==> src/rtl/mem_ctrl_pkg.sv <==
// Shared types and constants for the byte-serial memory controller.
package mem_ctrl_pkg;

  typedef enum logic [1:0] {
    MEM_IDLE    = 2'd0,
    MEM_INST_RD = 2'd1,
    MEM_DATA_RD = 2'd2,
    MEM_DATA_WR = 2'd3
  } mem_state_e;

  localparam logic [1:0] SIZE_BYTE = 2'b00;
  localparam logic [1:0] SIZE_HALF = 2'b01;
  localparam logic [1:0] SIZE_WORD = 2'b10;

  localparam logic [2:0] INST_BYTES = 3'd4;

  // Number of RAM beats for a data access; the unused code 11 is a word.
  function automatic logic [2:0] size_to_bytes(input logic [1:0] size);
    case (size)
      SIZE_BYTE: return 3'd1;
      SIZE_HALF: return 3'd2;
      SIZE_WORD: return 3'd4;
      default:   return 3'd4;
    endcase
  endfunction

endpackage

==> src/rtl/mem_ctrl.sv <==
// Serialises instruction fetches and data loads/stores onto a byte-wide
// synchronous RAM, one transaction at a time, with registered rdy pulses.
module mem_ctrl
  import mem_ctrl_pkg::*;
#(
  parameter int ADDR_W = 32,
  parameter int DATA_W = 32
) (
  input  logic              clk,
  input  logic              rst,
  input  logic              inst_needed_i,
  input  logic [ADDR_W-1:0] inst_addr_i,
  input  logic              inst_discard_i,
  output logic [DATA_W-1:0] inst_data_o,
  output logic              inst_rdy_o,
  output logic              inst_busy_o,
  input  logic              data_needed_i,
  input  logic              data_we_i,
  input  logic [1:0]        data_size_i,
  input  logic [ADDR_W-1:0] data_addr_i,
  input  logic [DATA_W-1:0] data_wdata_i,
  output logic [DATA_W-1:0] data_rdata_o,
  output logic              data_rdy_o,
  output logic              data_busy_o,
  input  logic [7:0]        mem_din_i,
  output logic [7:0]        mem_dout_o,
  output logic [ADDR_W-1:0] mem_a_o,
  output logic              mem_wr_o
);

  mem_state_e        state, state_nxt;
  logic [2:0]        cnt, cnt_nxt;
  logic [2:0]        len, len_nxt;
  logic [ADDR_W-1:0] addr_q, addr_nxt;
  logic [DATA_W-1:0] wdata_q, wdata_nxt;
  logic [DATA_W-1:0] asm_q, asm_nxt;
  logic [DATA_W-1:0] asm_ins;
  logic [1:0]        byte_idx;
  logic [DATA_W-1:0] inst_data_nxt, data_rdata_nxt;
  logic              inst_rdy_nxt, data_rdy_nxt;
  logic [7:0]        mem_dout_nxt;
  logic [ADDR_W-1:0] mem_a_nxt;
  logic              mem_wr_nxt;

  // Both requesters see the same occupancy flag; it is already low in the rdy cycle.
  assign inst_busy_o = (state != MEM_IDLE);
  assign data_busy_o = (state != MEM_IDLE);

  // State register.
  always_ff @(posedge clk or negedge rst) begin
    if (!rst) state <= MEM_IDLE;
    else      state <= state_nxt;
  end

  // Next state and next values of every registered output.
  // cnt holds (edge index - 1): beats are issued while cnt < len, the byte read
  // for beat j is on mem_din_i when cnt == j+2, and a read finishes at cnt == len+1.
  always_comb begin
    state_nxt      = state;
    cnt_nxt        = cnt + 3'd1;
    len_nxt        = len;
    addr_nxt       = addr_q;
    wdata_nxt      = wdata_q;
    asm_nxt        = asm_q;
    inst_data_nxt  = inst_data_o;
    data_rdata_nxt = data_rdata_o;
    inst_rdy_nxt   = 1'b0;
    data_rdy_nxt   = 1'b0;
    mem_dout_nxt   = 8'h00;
    mem_a_nxt      = '0;
    mem_wr_nxt     = 1'b0;
    byte_idx       = cnt[1:0] - 2'd2;
    asm_ins        = asm_q;
    asm_ins[{byte_idx, 3'b000} +: 8] = mem_din_i;

    case (state)
      MEM_IDLE: begin
        cnt_nxt = 3'd0;
        if (data_needed_i) begin
          state_nxt = data_we_i ? MEM_DATA_WR : MEM_DATA_RD;
          len_nxt   = size_to_bytes(data_size_i);
          addr_nxt  = data_addr_i;
          wdata_nxt = data_wdata_i;
          asm_nxt   = '0;
        end else if (inst_needed_i) begin
          state_nxt = MEM_INST_RD;
          len_nxt   = INST_BYTES;
          addr_nxt  = inst_addr_i;
          asm_nxt   = '0;
        end
      end

      MEM_INST_RD, MEM_DATA_RD: begin
        if (state == MEM_INST_RD && inst_discard_i) begin
          // Redirect: drop the fetch, any byte still in flight is never captured.
          state_nxt = MEM_IDLE;
        end else begin
          if (cnt < len) begin
            mem_a_nxt = addr_q;
            addr_nxt  = addr_q + 1'b1;
          end
          if (cnt >= 3'd2) asm_nxt = asm_ins;
          if (cnt == len + 3'd1) begin
            state_nxt = MEM_IDLE;
            if (state == MEM_INST_RD) begin
              inst_data_nxt = asm_ins;
              inst_rdy_nxt  = 1'b1;
            end else begin
              data_rdata_nxt = asm_ins;
              data_rdy_nxt   = 1'b1;
            end
          end
        end
      end

      MEM_DATA_WR: begin
        if (cnt < len) begin
          mem_wr_nxt   = 1'b1;
          mem_a_nxt    = addr_q;
          mem_dout_nxt = wdata_q[7:0];
          addr_nxt     = addr_q + 1'b1;
          wdata_nxt    = wdata_q >> 8;
        end else begin
          state_nxt    = MEM_IDLE;
          data_rdy_nxt = 1'b1;
        end
      end

      default: state_nxt = MEM_IDLE;
    endcase
  end

  // Counters, latched request and registered outputs; reset clears them all at once.
  always_ff @(posedge clk or negedge rst) begin
    if (!rst) begin
      cnt          <= '0;
      len          <= '0;
      addr_q       <= '0;
      wdata_q      <= '0;
      asm_q        <= '0;
      inst_data_o  <= '0;
      data_rdata_o <= '0;
      inst_rdy_o   <= 1'b0;
      data_rdy_o   <= 1'b0;
      mem_dout_o   <= '0;
      mem_a_o      <= '0;
      mem_wr_o     <= 1'b0;
    end else begin
      cnt          <= cnt_nxt;
      len          <= len_nxt;
      addr_q       <= addr_nxt;
      wdata_q      <= wdata_nxt;
      asm_q        <= asm_nxt;
      inst_data_o  <= inst_data_nxt;
      data_rdata_o <= data_rdata_nxt;
      inst_rdy_o   <= inst_rdy_nxt;
      data_rdy_o   <= data_rdy_nxt;
      mem_dout_o   <= mem_dout_nxt;
      mem_a_o      <= mem_a_nxt;
      mem_wr_o     <= mem_wr_nxt;
    end
  end

endmodule

==> config.mk <==
export PLATFORM = sky130hd
export DESIGN_NAME = mem_ctrl
export DESIGN_NICKNAME = d
export VERILOG_FILES = /design/src/rtl/mem_ctrl_pkg.sv /design/src/rtl/mem_ctrl.sv
export SDC_FILE = /design/constraint.sdc
export NUM_CORES = 1
export LEC_CHECK = 0
export CAP_MARGIN = 10
export CORE_MARGIN = 2
export CORE_UTILIZATION = 45
export CTS_CLUSTER_DIAMETER = 60
export DETAILED_ROUTE_END_ITERATION = 8
export DONT_BUFFER_PORTS = 1
export HOLD_SLACK_MARGIN = 0.15
export PLACE_DENSITY = 0.6
export SLEW_MARGIN = 10
export SYNTH_ARGS = -nofsm -noshare
export SYNTH_HDL_FRONTEND = slang
export SYNTH_SLANG_ARGS = --single-unit
==> constraint.sdc <==
create_clock -name clk -period 5.13 [get_ports clk]
set_input_delay 1.026 -clock clk [delete_from_list [all_inputs] [get_ports clk]]
set_output_delay 1.026 -clock clk [all_outputs]
set_load 0.02 [all_outputs]
==> impl_metrics.tcl, run 1 <==
set metrics [dict create \
    design.die.area_mm2 0.0233 \
    r2r-end "addr_q[15]" \
    netlist.area_leader.share 0.531 \
    syn-cell-area_mm2 0.00995 \
    rsz0062_at_grt "no" \
    synth.top_cells.by_count "dfrtp_1 (211), nand2_1 (97), mux2_2 (53)" \
    cts_sinks 211 \
    yosysMostFrequentCell "dfrtp_1" \
    drt_first_pass_iters 5 \
    timing.hold.ws_ps 197 \
    grt_pass1_wl_um 39300 \
    cts_tree "built" \
    fp.dieW_um 153 \
    h-tree-depth 1 \
    reg2regPathDepth 7 \
    drcViolationCount 0 \
    skew_ps 24.0 \
    startpoint_type "flip-flop" \
    die_y_um 153 \
    avgViaCountPerCell 5.70 \
    gp_congestion 0.797 \
    yosysWarnings 0 \
    dp_cells 1162 \
    synth.avg_cell_area_um2 10.6 \
    nFillCells 1989 \
    vias 6869 \
    ir_worst_vdd_v 0.000326 \
    ios 221 \
    r2r_slack_ps 2280 \
    cp_data_required_time_ps 4100 \
    finalHoldViolCount 0 \
    syn_nets 1062 \
    regToRegStartpoint "state[0]" \
    tns_ps 0 \
    ys_seq_elements 211 \
    status "finished clean" \
    routed_wl_um 24100 \
    yosys-top-cells-area "dfrtp_1 (53%), mux2_2 (6.0%), nand2_1 (3.7%), a22o_1 (3.1%), mux2i_1 (3.0%)" \
    grt_use_total 0.206 \
    synth-main-ff-cell "dfrtp_1" \
    synthCells 934 \
    globalRouteOverflowTotal 0 \
    hp-class "input port to asynchronous set/reset pin" \
    cts_post_setup_buffers_inserted 0 \
    io_buffers 0 \
    num_rows 54 \
    drive_above_1_share 0.138 \
    endpoint_kind "output pin" \
    synth_cell_types 72 \
    drv_slew 0 \
    grt_pass1_vias 6972 \
    nNetsFinal 1037 \
    start_util 0.457 \
    grt_max_degree 212 \
    cts-buffers-inserted 25 \
    worst_ep_arrival_time_ps 1920 \
    cts_resized 0 \
    crit_fanout 19 \
    synth_area_leader_cell "dfrtp_1" \
    coreArea_mm2 0.0218 \
    setup_violations 0 \
    clock_tree.root_cell "clkbuf_16" \
    power_density_mw_per_mm2 649 \
    synth_edf_count 0 \
    crit_type "flip-flop to output pin" \
    slew_headroom 0.232 \
    drv_cap 0 \
    final_cells 1206 \
    clk_pin_slew_ps 60 \
    antenna_left 0 \
    drt_iter0_markers 464 \
    worstMarginPinSlew_ps 1140 \
    clock.fmax_ghz 0.339 \
    ctsLongestPathBuffers 3 \
    postCtsHoldBufs 0 \
    leakage_nw 4.87 \
    insertion_delay_ps 520 \
    fin_crit_sh 0.575 \
    syn_to_final_growth_pct 9.77 \
    synthArstFlopShare 1.00 \
    period_minus_slack_ps 2950 \
    hpwl_um 16000 \
    ys_seq_area_frac 0.531 \
    grt_antenna_before_repair 4 \
    wl_per_cell_um 20.0 \
]
## stage by stage
step / setup WS (ps) / cell area, um2 / utilization / total power, mW
3_5_place_dp: 2260 / 10100 / 0.464 / 5.36
5_1_grt: 2020 / 10900 / 0.502 / 7.58
3_3_place_gp: 2310 / 10100 / 0.464 / 5.31
4_1_cts: 2170 / 10900 / 0.502 / 7.15
6_report: 2180 / 10900 / 0.502 / 7.08
2_1_floorplan: 2600 / 9950 / - / 4.79
## placed cells by master (no fill, tap or decap), types with 15 or more instances in the layout
master     instances
dfrtp_1          211
nand2_1           97
mux2_2            53
a21oi_1           52
o21ai_0           51
and2_1            42
nor2b_1           39
o21ai_1           39
nor2_1            36
a22o_1            35
mux2i_1           30
clkbuf_16         25
ha_1              15
## worst max path at each step
stage | start | end | depth (start not counted)
2_1_floorplan | data_needed_i | wdata_q[0] | 5
3_3_place_gp | inst_discard_i | addr_q[15] | 5
3_5_place_dp | inst_discard_i | addr_q[15] | 5
4_1_cts | state[0] | data_busy_o | 4
5_1_grt | state[0] | addr_q[15] | 7
6_report | state[0] | data_busy_o | 4
## area by class of cell
type                    instances  area (um2)  area share
diodes                          3        7.51    0.000688
clock buffers                  33         716      0.0655
clock inverters                 8         100     0.00917
inverters                      15        56.3     0.00516
multi-input cells             649        4360       0.399
flip-flops and latches        211        5280       0.484
well taps                     280         350      0.0321
repair buffers                  7        52.6     0.00481
## registers in the layout (all words and copies together) (netlist names), 2 cells and up
signal	flops
addr_q	32
asm_q	32
cnt	3
data_rdata_o	32
inst_data_o	32
len	3
mem_a_o	32
mem_dout_o	8
state	2
wdata_q	32
## per-layer routing
layer,track usage,vias to the layer above,part of all wire
met5,0,-,0.00087
met3,0.0506,23,0.074
li1,-,3291,-
met1,0.281,3329,0.44
met2,0.339,222,0.48
met4,0.0366,4,0.0097
## logic make-up (layout without fill, tap and decap cells)
logic type / count (synthesis) / in the layout / share of synthesized area
flops: 211 / 211 / 0.531
other cells: 0 / 3 / 0
compound gates: 247 / 247 / 0.159
fa+ha+maj: 16 / 16 / 0.0201
xor+xnor: 3 / 3 / 0.00403
buf+inv: 74 / 63 / 0.0325
simple gates: 300 / 300 / 0.163
mux: 83 / 83 / 0.0902
## critical path, cell delays in order (launching register included)
cell	delay [ps]
dfrtp_1	420
inv_1	90
ha_2	200
inv_2	340
buf_4	360
## power by group
| group | switching, mW | leakage, nW | internal [mW] |
|---|---|---|---|
| combinational | 1.36 | 1.73 | 0.939 |
| sequential | 0.777 | 2.74 | 2.25 |
| clock | 0.684 | 0.403 | 1.07 |
Power figures use the tool's default switching activity.
==> run 2: changes to the inputs <==
--- a/config.mk
+++ b/config.mk
@@ -5,6 +5,7 @@
 export SDC_FILE = /design/constraint.sdc
 export NUM_CORES = 1
 export LEC_CHECK = 0
+export ABC_AREA = 1
 export CAP_MARGIN = 10
 export CORE_MARGIN = 2
 export CORE_UTILIZATION = 45
@@ -12,7 +13,7 @@
 export DETAILED_ROUTE_END_ITERATION = 8
 export DONT_BUFFER_PORTS = 1
 export HOLD_SLACK_MARGIN = 0.15
-export PLACE_DENSITY = 0.6
+export PLACE_DENSITY = 0.62
 export SLEW_MARGIN = 10
 export SYNTH_ARGS = -nofsm -noshare
 export SYNTH_HDL_FRONTEND = slang
==> constraint.sdc (replaced) <==
create_clock -name clk -period 2.7 [get_ports clk]
set_input_delay 0.54 -clock clk [delete_from_list [all_inputs] [get_ports clk]]
set_output_delay 0.54 -clock clk [all_outputs]
set_load 0.02 [all_outputs]
==> run 2 against run 1 <==
The run now ends with hold timing left. Utilization shrank 0.36 points. Die area grew 7.7%. Final cell count grew 40%. Setup slack lost 1900 ps. Sequential cell count is the same. Hold slack lost 480 ps. First-iteration DRC count grew 35%. Global-route usage grew 1.7 points. Synthesized cell count grew 49%. Sequential share of layout area shrank 3.2 points. Critical endpoint unchanged.
==> impl_metrics.tcl, run 2 <==
set metrics [dict create \
    dp_slack_ps 591 \
    synth_area_leader_cell "dfrtp_1" \
    postCtsHoldBufs 2 \
    worst_ep_arrival_time_ps 1870 \
    ys_seq_elements 211 \
    grt_pass1_vias 8499 \
    final_cell_mix "nand2_1 (393), dfrtp_1 (211), inv_1 (138), nor2_1 (136), o21ai_0 (122)" \
    yosysMostFrequentCell "nand2_1" \
    yosysWarnings 0 \
    grt_use_total 0.223 \
    power.internal_mw 7.88 \
    synthArstFlopShare 1.00 \
    fp.dieW_um 158 \
    final_common_cell "nand2_1" \
    drt_iter0_markers 627 \
    sw_frac_of_total 0.464 \
    fin_crit_sh 0.891 \
    antenna_left 0 \
    syn-cell-area_mm2 0.0107 \
    h-tree-depth 1 \
    syn_nets 1521 \
    clock.fmax_ghz 0.416 \
    period_minus_slack_ps 2410 \
    p_total_mw 14.7 \
    ctsLongestPathBuffers 3 \
    endpoint_kind "output pin" \
    coreArea_mm2 0.0235 \
    cts_sinks 211 \
    combPwrFrac 0.386 \
    cts-buffers-inserted 25 \
    nFillCells 2326 \
    dpl-instance-area_mm2 0.0109 \
    slew_headroom 0.635 \
    routed_wl_um 27800 \
    grt_antenna_before_repair 0 \
    globalRouteOverflowTotal 0 \
    ir_worst_vdd_v 0.000789 \
    dp_cells 1647 \
    synth_cell_types 37 \
    num_rows 56 \
    synth_edf_count 0 \
    design.die.area_mm2 0.0251 \
    skew_ps 14.8 \
    drcViolationCount 0 \
    grt_pass1_wl_um 44700 \
    setup_violations 0 \
    setup_slack_ps 294 \
    die_y_um 158 \
    drv_slew 0 \
    seqPwrFrac 0.389 \
    design_area_mm2 0.0117 \
    drt_first_pass_iters 5 \
    hp-class "input port to asynchronous set/reset pin" \
    avgViaCountPerCell 5.31 \
    clock_tree.root_cell "clkbuf_16" \
    worstMarginPinSlew_ps 542 \
    finalHoldViolCount 211 \
    timing.hold.ws_ps -283 \
    startpoint_type "flip-flop" \
    yosys-top-cells-area "dfrtp_1 (49%), nand2_1 (14%), o21ai_0 (5.7%), inv_1 (4.8%), nor2_1 (4.8%)" \
    synthCells 1393 \
    insertion_delay_ps 530 \
    crit_type "flip-flop to output pin" \
    synth.top_cells.by_count "nand2_1 (393), dfrtp_1 (211), inv_1 (138), nor2_1 (138), o21ai_0 (122)" \
    nNetsFinal 1485 \
    grt_max_degree 212 \
    wl_per_cell_um 16.5 \
    power.switching_mw 6.81 \
    num_antenna_cells 0 \
    power_density_mw_per_mm2 1260 \
    cts_resized 0 \
    crit_fanout 30 \
    drv_cap 0 \
    io_buffers 0 \
    synth-main-ff-cell "dfrtp_1" \
    register_area_mm2 0.00528 \
    hpwl_um 18500 \
    cp_data_required_time_ps 2160 \
    leakage_nw 5.81 \
    violations "hold timing" \
    netlist.area_leader.share 0.492 \
    status "finished, violations left" \
    cts_tree "built" \
    vias 8981 \
    ios 221 \
    drive_above_1_share 0.0677 \
    start_util 0.457 \
    rsz0062_at_grt "no" \
    ys_seq_area_frac 0.492 \
    gp_congestion 0.867 \
    multi_input_area_mm2 0.00449 \
    p_clk_frac 0.225 \
    synth.avg_cell_area_um2 7.70 \
    fin_util 0.498 \
    tns_ps 0 \
    final_cells 1692 \
    syn_to_final_growth_pct 9.01 \
    clk_pin_slew_ps 60 \
]
run 2: cell types whose count changed after synthesis, moves of 42 or more:
cell,delta
nor2_1,+102
mux2_2,-53
and2_1,-42
o21ai_0,+71
inv_1,+124
nand3_1,+89
nand2_1,+296
nand4_1,+60
run 2: layout make-up:
| class | count | share of cell area |
|---|---|---|
| clock buffer | 36 | 0.0630 |
| clock inverter | 7 | 0.00610 |
| inverter | 143 | 0.0461 |
| multi-input combinational | 954 | 0.384 |
| sequential | 211 | 0.451 |
| tap | 319 | 0.0341 |
| timing repair buffer | 22 | 0.0156 |
run 2: cells by family (layout without fill, tap and decap cells):
logic type	count (synthesis)	in the layout	share of synthesized area
flip-flops	211	211	0.492
buffers and inverters	228	208	0.0906
adder cells (fa/ha/maj)	16	16	0.0187
AND/OR/NAND/NOR	754	754	0.305
AO/OA/AOI/OAI	183	183	0.0924
XOR/XNOR	1	1	0.000816
run 2: path summary, 6_finish.rpt:
| path | start | end | slack, ps | cells after the start |
|---|---|---|---|---|
| min in group clk | data_wdata_i[31] | wdata_q[31] | 180 | 2 |
| setup / recovery | state[0] | data_busy_o | 290 | 4 |
| max in group asynchronous | rst | mem_a_o[19] | 2700 | 0 |
| hold / removal | rst | data_rdata_o[9] | -280 | 0 |
| setup reg to reg | len[0] | inst_data_o[18] | 590 | 9 |
| hold reg to reg | asm_q[20] | asm_q[20] | 470 | 2 |
run 2: what timing repair did:
| action | 4_1_cts | 5_1_grt |
|---|---|---|
| buffers inserted | 0 | 0 |
| hold endpoints to repair | 213 | 211 |
| endpoints found under the setup margin | 0 | 0 |
run 2: routing by layer:
metal | wire [um] | part of all wire | global-route usage
met4 | 557 | 0.020 | 0.0519
met2 | 12900 | 0.46 | 0.361
met5 | 0 | 0 | 0
met3 | 2240 | 0.080 | 0.0514
met1 | 12100 | 0.44 | 0.305
run 2: power by group through the flow:
stage | logic [mW] | clock network [mW] | registers, mW
after floorplan | 4.52 | 0 | 5.50
after global placement | 5.57 | 0 | 5.75
after detailed placement | 5.68 | 0 | 5.78
after CTS | 5.70 | 3.38 | 5.74
after global routing | 6.46 | 3.51 | 5.87
final | 5.67 | 3.30 | 5.72
run 2: worst max-delay path: stages (launching register included):
cell and delay [ps]:
dfrtp_1 420, inv_1 90, ha_2 250, inv_2 130, buf_4 440
